===== config.mk =====
export PLATFORM = sky130hd
export DESIGN_NAME = branch_resolver_flat
export DESIGN_NICKNAME = d
export VERILOG_FILES = /design/src/rtl/branch_pkg.sv /design/src/rtl/branch_resolver_if.sv /design/src/rtl/branch_history_table.sv /design/src/rtl/branch_resolver.sv /design/src/flat_wrapper.sv
export SDC_FILE = /design/constraint.sdc
export NUM_CORES = 1
export LEC_CHECK = 0
export CAP_MARGIN = 0
export CORE_UTILIZATION = 46
export CTS_CLUSTER_DIAMETER = 120
export CTS_CLUSTER_SIZE = 24
export DETAILED_ROUTE_END_ITERATION = 12
export HOLD_SLACK_MARGIN = 0.15
export PLACE_DENSITY = 0.84
export SLEW_MARGIN = 20
export SYNTH_ARGS = -nofsm -noshare
export SYNTH_HDL_FRONTEND = slang
export SYNTH_SLANG_ARGS = --single-unit

===== constraint.sdc =====
create_clock -name clk -period 2.2 [get_ports clk]
set_clock_uncertainty 0.15 [all_clocks]
set_input_delay 0.44 -clock clk [delete_from_list [all_inputs] [get_ports clk]]
set_output_delay 0.44 -clock clk [all_outputs]
set_load 0.05 [all_outputs]

===== src/rtl/branch_pkg.sv =====
// Shared definitions for the execute-stage branch resolver: funct3 codes,
// FSM states, bimodal counter encodings and the decode/saturation helpers.
package branch_pkg;

    localparam logic [2:0] F3_BEQ  = 3'b000;
    localparam logic [2:0] F3_BNE  = 3'b001;
    localparam logic [2:0] F3_BLT  = 3'b100;
    localparam logic [2:0] F3_BGE  = 3'b101;
    localparam logic [2:0] F3_BLTU = 3'b110;
    localparam logic [2:0] F3_BGEU = 3'b111;

    typedef enum logic {
        ST_IDLE  = 1'b0,
        ST_FLUSH = 1'b1
    } state_t;

    typedef logic [1:0] bht_ctr_t;

    localparam bht_ctr_t BHT_STRONG_NT = 2'b00;
    localparam bht_ctr_t BHT_WEAK_NT   = 2'b01;
    localparam bht_ctr_t BHT_WEAK_T    = 2'b10;
    localparam bht_ctr_t BHT_STRONG_T  = 2'b11;

    // 010 and 011 are the only funct3 codes with no branch meaning.
    function automatic logic f3_legal(input logic [2:0] f3);
        return !(!f3[2] && f3[1]);
    endfunction

    function automatic logic f3_taken(input logic [2:0] f3, input logic lt, input logic eq);
        logic t;
        case (f3)
            F3_BEQ:           t = eq;
            F3_BNE:           t = !eq;
            F3_BLT, F3_BLTU:  t = lt;
            F3_BGE, F3_BGEU:  t = !lt;
            default:          t = 1'b0;
        endcase
        return t;
    endfunction

    function automatic bht_ctr_t bht_next(input bht_ctr_t c, input logic tk);
        if (tk) begin
            return (c == BHT_STRONG_T) ? c : c + 2'd1;
        end
        return (c == BHT_STRONG_NT) ? c : c - 2'd1;
    endfunction

endpackage


===== src/rtl/branch_resolver_if.sv =====
// Pipeline-facing bundle of the branch resolver: fetch prediction port,
// execute branch inputs, comparator link and redirect/flush outputs.
interface branch_resolver_if;
    import branch_pkg::*;

    logic [31:0] if_pc;
    logic        if_pred_taken;
    logic        ex_valid;
    logic [2:0]  ex_funct3;
    logic [31:0] ex_pc;
    logic [31:0] ex_target;
    logic        ex_pred_taken;
    logic        BrUn;
    logic        BrLT;
    logic        BrEq;
    logic        redirect_valid;
    logic [31:0] redirect_pc;
    logic        flush;
    state_t      dbg_state;

    // ex_valid has no ready: a branch is consumed in any cycle the resolver is
    // not flushing, and silently dropped while flush is high (those stages are
    // being squashed anyway). redirect_valid is a one-cycle pulse, also unacked.
    modport master (
        output if_pc, ex_valid, ex_funct3, ex_pc, ex_target, ex_pred_taken, BrLT, BrEq,
        input  if_pred_taken, BrUn, redirect_valid, redirect_pc, flush, dbg_state
    );

    modport slave (
        input  if_pc, ex_valid, ex_funct3, ex_pc, ex_target, ex_pred_taken, BrLT, BrEq,
        output if_pred_taken, BrUn, redirect_valid, redirect_pc, flush, dbg_state
    );

endinterface


===== src/rtl/branch_history_table.sv =====
// Bimodal 2-bit counter array: combinational read for fetch, saturating
// update from execute. A same-index read sees the pre-update value.
module branch_history_table
    import branch_pkg::*;
#(
    parameter  int ENTRIES = 16,
    localparam int IDX_W   = $clog2(ENTRIES)
) (
    input  logic             clk,
    input  logic             rst_n,
    input  logic [IDX_W-1:0] rd_idx,
    output logic             rd_taken,
    input  logic             upd_en,
    input  logic [IDX_W-1:0] upd_idx,
    input  logic             upd_taken
);

    bht_ctr_t ctr_q [ENTRIES];
    bht_ctr_t ctr_d [ENTRIES];

    assign rd_taken = ctr_q[rd_idx][1];

    always_comb begin
        ctr_d = ctr_q;
        if (upd_en) begin
            ctr_d[upd_idx] = bht_next(ctr_q[upd_idx], upd_taken);
        end
    end

    always_ff @(posedge clk or negedge rst_n) begin
        if (!rst_n) begin
            for (int i = 0; i < ENTRIES; i++) begin
                ctr_q[i] <= BHT_WEAK_NT;
            end
        end else begin
            ctr_q <= ctr_d;
        end
    end

endmodule


===== src/rtl/branch_resolver.sv =====
// Execute-stage branch resolution: taken decode, mispredict redirect/flush FSM
// and BHT ownership. Define BRANCH_STATS_EN to add branch/mispredict counters.
module branch_resolver
    import branch_pkg::*;
#(
    parameter int BHT_ENTRIES  = 16,
    parameter int FLUSH_CYCLES = 2
) (
    input logic              clk,
    input logic              rst_n,
    branch_resolver_if.slave bus
`ifdef BRANCH_STATS_EN
    ,
    output logic [31:0]      branch_count,
    output logic [31:0]      mispredict_count
`endif
);

    localparam int IDX_W = $clog2(BHT_ENTRIES);
    localparam int CNT_W = $clog2(FLUSH_CYCLES + 1);

    state_t             state_q, state_d;
    logic [CNT_W-1:0]   cnt_q, cnt_d;
    logic               redirect_valid_q, redirect_valid_d;
    logic [31:0]        redirect_pc_q, redirect_pc_d;
    logic               legal, taken, resolve, mispredict;
    logic               unused_pc_bits;

    assign bus.BrUn   = bus.ex_funct3[1];
    assign legal      = f3_legal(bus.ex_funct3);
    assign taken      = f3_taken(bus.ex_funct3, bus.BrLT, bus.BrEq);
    assign resolve    = bus.ex_valid && (state_q == ST_IDLE) && legal;
    assign mispredict = resolve && (taken != bus.ex_pred_taken);

    assign unused_pc_bits = ^{bus.if_pc[31:IDX_W+2], bus.if_pc[1:0]};

    branch_history_table #(.ENTRIES(BHT_ENTRIES)) u_bht (
        .clk       (clk),
        .rst_n     (rst_n),
        .rd_idx    (bus.if_pc[IDX_W+1:2]),
        .rd_taken  (bus.if_pred_taken),
        .upd_en    (resolve),
        .upd_idx   (bus.ex_pc[IDX_W+1:2]),
        .upd_taken (taken)
    );

    always_comb begin
        state_d          = state_q;
        cnt_d            = cnt_q;
        redirect_valid_d = 1'b0;
        redirect_pc_d    = redirect_pc_q;
        case (state_q)
            ST_IDLE: begin
                if (mispredict) begin
                    state_d          = ST_FLUSH;
                    cnt_d            = CNT_W'(FLUSH_CYCLES);
                    redirect_valid_d = 1'b1;
                    // Wraps naturally at 2^32 for a branch at 0xFFFFFFFC.
                    redirect_pc_d    = taken ? bus.ex_target : bus.ex_pc + 32'd4;
                end
            end
            ST_FLUSH: begin
                if (cnt_q == CNT_W'(1)) begin
                    state_d = ST_IDLE;
                    cnt_d   = '0;
                end else begin
                    cnt_d   = cnt_q - CNT_W'(1);
                end
            end
            default: begin
                state_d = ST_IDLE;
                cnt_d   = '0;
            end
        endcase
    end

    always_ff @(posedge clk or negedge rst_n) begin
        if (!rst_n) begin
            state_q          <= ST_IDLE;
            cnt_q            <= '0;
            redirect_valid_q <= 1'b0;
            redirect_pc_q    <= '0;
        end else begin
            state_q          <= state_d;
            cnt_q            <= cnt_d;
            redirect_valid_q <= redirect_valid_d;
            redirect_pc_q    <= redirect_pc_d;
        end
    end

    assign bus.redirect_valid = redirect_valid_q;
    assign bus.redirect_pc    = redirect_pc_q;
    assign bus.flush          = (state_q == ST_FLUSH);
    assign bus.dbg_state      = state_q;

`ifdef BRANCH_STATS_EN
    logic [31:0] branch_count_q, branch_count_d;
    logic [31:0] mispredict_count_q, mispredict_count_d;

    always_comb begin
        branch_count_d     = resolve ? branch_count_q + 32'd1 : branch_count_q;
        mispredict_count_d = mispredict ? mispredict_count_q + 32'd1 : mispredict_count_q;
    end

    always_ff @(posedge clk or negedge rst_n) begin
        if (!rst_n) begin
            branch_count_q     <= '0;
            mispredict_count_q <= '0;
        end else begin
            branch_count_q     <= branch_count_d;
            mispredict_count_q <= mispredict_count_d;
        end
    end

    assign branch_count     = branch_count_q;
    assign mispredict_count = mispredict_count_q;
`endif

endmodule


===== src/flat_wrapper.sv =====
// flat-port wrapper written by rule: the top's interface ports become plain ports
module branch_resolver_flat import branch_pkg::*;
#(
    parameter int BHT_ENTRIES  = 16,
    parameter int FLUSH_CYCLES = 2
)
  (clk, rst_n, bus_if_pc, bus_ex_valid, bus_ex_funct3, bus_ex_pc, bus_ex_target, bus_ex_pred_taken, bus_BrLT, bus_BrEq, bus_if_pred_taken, bus_BrUn, bus_redirect_valid, bus_redirect_pc, bus_flush, bus_dbg_state);
  branch_resolver_if bus_i ();
  input logic clk;
  input logic rst_n;
  input wire logic [$bits(bus_i.if_pc)-1:0] bus_if_pc;
  input wire logic [$bits(bus_i.ex_valid)-1:0] bus_ex_valid;
  input wire logic [$bits(bus_i.ex_funct3)-1:0] bus_ex_funct3;
  input wire logic [$bits(bus_i.ex_pc)-1:0] bus_ex_pc;
  input wire logic [$bits(bus_i.ex_target)-1:0] bus_ex_target;
  input wire logic [$bits(bus_i.ex_pred_taken)-1:0] bus_ex_pred_taken;
  input wire logic [$bits(bus_i.BrLT)-1:0] bus_BrLT;
  input wire logic [$bits(bus_i.BrEq)-1:0] bus_BrEq;
  output wire logic [$bits(bus_i.if_pred_taken)-1:0] bus_if_pred_taken;
  output wire logic [$bits(bus_i.BrUn)-1:0] bus_BrUn;
  output wire logic [$bits(bus_i.redirect_valid)-1:0] bus_redirect_valid;
  output wire logic [$bits(bus_i.redirect_pc)-1:0] bus_redirect_pc;
  output wire logic [$bits(bus_i.flush)-1:0] bus_flush;
  output wire logic [$bits(bus_i.dbg_state)-1:0] bus_dbg_state;
  assign bus_i.if_pc = bus_if_pc;
  assign bus_i.ex_valid = bus_ex_valid;
  assign bus_i.ex_funct3 = bus_ex_funct3;
  assign bus_i.ex_pc = bus_ex_pc;
  assign bus_i.ex_target = bus_ex_target;
  assign bus_i.ex_pred_taken = bus_ex_pred_taken;
  assign bus_i.BrLT = bus_BrLT;
  assign bus_i.BrEq = bus_BrEq;
  assign bus_if_pred_taken = bus_i.if_pred_taken;
  assign bus_BrUn = bus_i.BrUn;
  assign bus_redirect_valid = bus_i.redirect_valid;
  assign bus_redirect_pc = bus_i.redirect_pc;
  assign bus_flush = bus_i.flush;
  assign bus_dbg_state = bus_i.dbg_state;
  branch_resolver #(.BHT_ENTRIES(BHT_ENTRIES), .FLUSH_CYCLES(FLUSH_CYCLES)) u_core (.clk(clk), .rst_n(rst_n), .bus(bus_i));
endmodule

Yosys cells after proc, flatten, opt, wreduce, memory -nomap -nowiden
Cells that the tools add are included. W data, S select, Z words.

Register bits after elaboration: 68. Input bits: 105. Output and inout port bits: 37. Logic and storage cells: 78.

$add $sub $neg: 4. Order comparisons: 3. Equal/unequal tests: 9. Mux-type cells: 25. Bitwise gates (word level): 3. Reductions and logical operators: 14.

Operators with widths (count): $add A32 B3 Y32 const B (1); $bwmux W32 (1); $mux W32 (1); $mux W2 (12); $bmux W2 S4 (2); $eq A3 B3 Y1 const B (4); $ge A5 B5 Y1 const B (2); $not A4 Y5 (2); $demux W2 S4 (1); $logic_and A1 B1 Y1 (5); $lt A5 B1 Y1 const B (1); $mux W1 (5); $logic_not A1 Y1 (4); $pmux W1 S4 (1); $pmux W2 S2 (1); $reduce_or A2 Y1 (2); $sub A2 B1 Y2 const B (2); $eq A3 B1 Y1 const B (1); $logic_not A3 Y1 (1); $add A2 B1 Y2 const B (1); $eq A2 B1 Y1 const B (1); $eq A2 B2 Y1 const B (1); $logic_not A2 Y1 (1); $ne A2 B1 Y1 const B (1); other kinds (4) (4).

Depth between registers and ports, before layout
Word-level depth: 10. Mapped depth: 8. Gate-level depth less buffers: 6.

Cells and area by module
A second synthesis with hierarchy kept.

Cell total of the unflattened synthesis: 410. Area total of the unflattened synthesis: 4122.7 um^2.

By module, submodules not included: branch_resolver (instances 1, cells an instance 264, area an instance 2337.2 um^2, seq. area each 900.9 um^2); branch_history_table (instances 1, cells an instance 146, area an instance 1785.5 um^2, seq. area each 820.8 um^2).

Least setup slack after synthesis
OpenSTA, ideal clock, no wires.

Path type: reg-to-reg. Start: reg u_core.state_q, in the netlist u_core.bus.dbg_state. End: reg u_core.state_q, in the netlist u_core.bus.dbg_state. Setup time: 143 ps. Arrival: 1905 ps. Data required time: 1907 ps. Setup slack: 3 ps. Stages on the path, launching flop included: 8. Buffers on the path: 3. Clock period less this slack: 2197 ps. Cell sequence: dfrtp_1 inv_1 and3_1 clkbuf_1 nand3_1 clkbuf_1 clkbuf_1 o21ai_0.

Word-level cells in the longest chain between the ends: 6.

Ends and longest elaborated chain: from (decl) (line branch_resolver.sv:22) `state_t state_q, state_d;`; from (signal assigned) (line branch_resolver.sv:84) `state_q <= state_d;`; $not A1 Y1 (no line); $logic_and A1 B1 Y1 (2 in a row) (line branch_resolver.sv:32) `assign resolve = bus.ex_valid && (state_q == ST_IDLE) && legal;`; $logic_and A1 B1 Y1 (line branch_resolver.sv:33) `assign mispredict = resolve && (taken != bus.ex_pred_taken);`; $mux W1 (line branch_resolver.sv:54) `if (mispredict) begin`; $pmux W1 S2 * (line branch_resolver.sv:52) `case (state_q)`; net u_core.state_d (line branch_resolver.sv:22).

The timed path passes the listed nets; every way through them passes the cells marked *. A chain may end at the register's enable or synchronous reset.

Worst setup path in the final report
Start: reg u_core.u_bht.ctr_q[11] (netlist name). End: out bus_if_pred_taken.

Word-level cells in the longest chain between the ends: 3.

Ends and longest elaborated chain: from (decl) (line branch_history_table.sv:18) `bht_ctr_t ctr_q [ENTRIES];`; from (signal assigned) (line branch_history_table.sv:36) `ctr_q <= ctr_d;`; $bmux W2 S4 (line branch_history_table.sv:21) `assign rd_taken = ctr_q[rd_idx][1];`; $mux W2 (implied by the code) (2 in a row) (line branch_history_table.sv:21); to (decl) (line flat_wrapper.sv:19) `output wire logic [$bits(bus_i.if_pred_taken)-1:0] bus_if_pred_taken;`.

Every way passes these cells. The select of a mux whose other input is x is not followed.

==> results_dict.tcl <==
set metrics [dict create \
    status "complete, but fails checks" \
    violations "setup timing" \
    synth_flop_cell "dfrtp_1" \
    critical_path_class "flop to output port" \
    numCtsBuffers 9 \
    dr.first_iter.drc_count 230 \
    finalHoldWorstSlack_ns 0.333 \
    clock_latency_ns 0.35 \
    grt_pass1_wl_um 18800 \
    grt_pass1_vias 3892 \
    synth-edff-count 0 \
    fin_util_pct 72.2 \
    finalHoldViolCount 0 \
    max_cap_violations 0 \
    floorplan.initialDensity_pct 48.3 \
    antenna_left 0 \
    synthCells 387 \
    viasPerCell 5.78 \
    setup_viol 1 \
    cts_buffer_depth 2 \
    drive_above_1_share_pct 28.5 \
    die_area_um2 9180 \
    area_growth_pct 49.5 \
    slowest_stage "mux4_2" \
    fp.coreArea_um2 8380 \
    clock_sinks 68 \
    num_io_pins 142 \
    synth-seq-cells 68 \
    critPathRequiredTime_ns 1.61 \
    hpwl_um 8730 \
    finalCritPeriodShare_pct 112 \
    tightestPinTransition_ns 0.538 \
    rsz0062_at_grt "yes" \
    fmax_mhz 405 \
    drc_errors 0 \
    clkTransAtPathRegs_ns 0.07 \
    crit_top_cell "mux4_2" \
    drt-pass1-iter-count 5 \
    endpoint_kind "output port" \
    ir_drop_mv 0.884 \
    syn_avg_cell_area_um2 10.5 \
    rows 33 \
    routed_wl_um 11900 \
    chipHeight_um 95.8 \
    fin_ws_ns -0.271 \
    p_leak_nw 2.70 \
    relSlewSlack_pct 64.0 \
    synth_area_leader_cell "dfrtp_1" \
    power_density_nw_per_um2 1010 \
    grt_max_degree 69 \
    globalRouteOverflowTotal 0 \
    fin_setup_tns_ns -0.271 \
    ys_seq_area_share_pct 42.5 \
    die_w_um 95.8 \
    cp_cell_sequence "mux4_2 > mux4_2 > buf_6" \
    n_fill_cell 592 \
    nets 676 \
    synth_top_area_share_pct 32.1 \
    max_stage_delay_ns 0.48 \
    drv_slew 0 \
    synthArstFlopShare_pct 100 \
    final_cells 676 \
    yosysWarnings 0 \
    vias 3907 \
    port_buffers 113 \
    startpoint_type "flop" \
    synthTopCellsByArea "dfrtp_1, dfstp_2, mux2_2, mux4_2, nand2_1" \
    placedCellCount 654 \
    cp.arrival_ns 1.88 \
    cts_max_level 3 \
    min_period_ns 2.47 \
    worstPathMaxFanout 3 \
    cts_tree "yes" \
    wire_per_inst_um 17.7 \
    antenna_found_initial 0 \
    root_buffer "clkbuf_8" \
    hp-class "flop to flop" \
    gp_congestion 0.872 \
    grt_usage_pct 27.0 \
    syn_area_um2 4050 \
    antennaDiodeCount 0 \
    synthDistinctLibCells 47 \
    postSynthNetCount 497 \
]
-- power by group --
part           switching [mW]  internal (mW)
clock                   0.472          0.556
sequential              0.277           1.75
combinational            1.84           1.19
total                    2.59           3.50
-- Yosys cell counts, types with 5 or more instances --
master and count:
a21oi_1 6, a31oi_1 5, and3_1 5, and4_1 6, clkbuf_1 9, dfrtp_1 52
dfstp_2 16, ha_1 5, inv_1 10, mux2_2 31, mux2i_1 13, mux4_2 11
nand2_1 57, nand3_1 28, nand4_1 7, nor2_1 13, nor3_1 11, nor4_1 5
o211ai_1 11, o21ai_0 19, xnor2_1 8, xor2_1 21
-- critical path, delay by kind of cell, from the launching register on --
family                 cells  cell delay [ns]
multiplexers               2             0.95
flip-flops                 1             0.41
buffers and inverters      1             0.17
-- kinds of logic after synthesis --
logic type	after synthesis	synth area share [%]
DFF	68	42.5
muxes	59	20.2
buffers and inverters	30	3.46
AOI/OAI and AO/OA	53	8.31
and+or+nand+nor	139	16.6
xor gates and xnor gates	29	6.27
adders and majority gates	9	2.66
-- area by class of cell --
cell class | instances | area (um^2) | share of cell area [%]
Clock inverter | 2 | 35.0 | 0.579
Multi-Input combinational cell | 289 | 2220 | 36.7
Timing Repair Buffer | 187 | 1750 | 28.9
Tap cell | 105 | 131 | 2.17
Sequential cell | 68 | 1720 | 28.4
Inverter | 11 | 41.3 | 0.682
Clock buffer | 14 | 153 | 2.52
-- final timing paths --
check,from,to,slack (ns),depth (start not counted)
max in group asynchronous,rst_n,u_core.u_bht.ctr_q[8],1.06,3
min in group asynchronous,rst_n,u_core.u_bht.ctr_q[29],0.51,3
worst max-delay path,u_core.u_bht.ctr_q[11],bus_if_pred_taken,-0.27,3
worst max register to register,u_core.u_bht.ctr_q[9],u_core.u_bht.ctr_q[31],0.09,6
worst min-delay path,u_core.bus.redirect_pc[18],u_core.bus.redirect_pc[18],0.33,2
worst min register to register,u_core.bus.redirect_pc[18],u_core.bus.redirect_pc[18],0.33,2
-- registers in the layout, summed over array words and instances, names as in the netlist --
name / flops
u_core.bus.dbg_state: 1
u_core.bus.redirect_pc: 32
u_core.bus.redirect_valid: 1
u_core.cnt_q: 2
u_core.u_bht.ctr_q: 32
-- timing repair --
action / CTS / global route
hold buffers: 1 / 0
gates cloned: 1 / 0
hold endpoints to repair: 52 / 0
pin swaps: 2 / 2
gates resized for setup: 9 / 13
endpoints found under the setup margin: 51 / 32
setup buffers: 2 / 2
-- metrics by stage --
stage | worst slack, ns | power, mW | instance area (um^2)
after CTS | -0.276 | 6.10 | 6010
after global routing | -0.308 | 6.38 | 6050
after global placement | -0.634 | 4.96 | 5790
final | -0.271 | 6.09 | 6050
after floorplan | 0.00254 | 3.87 | 4050
after detailed placement | -0.680 | 5.05 | 5790
-- cell usage in the layout (no fill, tap or decap), types with 11 or more instances in the layout --
| cell | instances |
|---|---|
| nor2_1 | 13 |
| buf_4 | 65 |
| mux4_2 | 11 |
| o21ai_0 | 19 |
| nor3_1 | 11 |
| o211ai_1 | 11 |
| nand3_1 | 27 |
| dfrtp_1 | 52 |
| mux2i_1 | 13 |
| xor2_1 | 19 |
| nand2_1 | 57 |
| clkdlybuf4s50_1 | 102 |
| mux2_2 | 31 |
| dfstp_2 | 16 |
-- per-layer routing --
layer / up-vias / global-route usage (%) / wire, um
met5: - / 0 / 0
met4: 0 / 9.95 / 252
met3: 22 / 3.16 / 741
met2: 182 / 45.7 / 6110
met1: 1937 / 35.8 / 4840
li1: 1766 / - / -
Note: power is estimated with default switching activity, not from simulation.
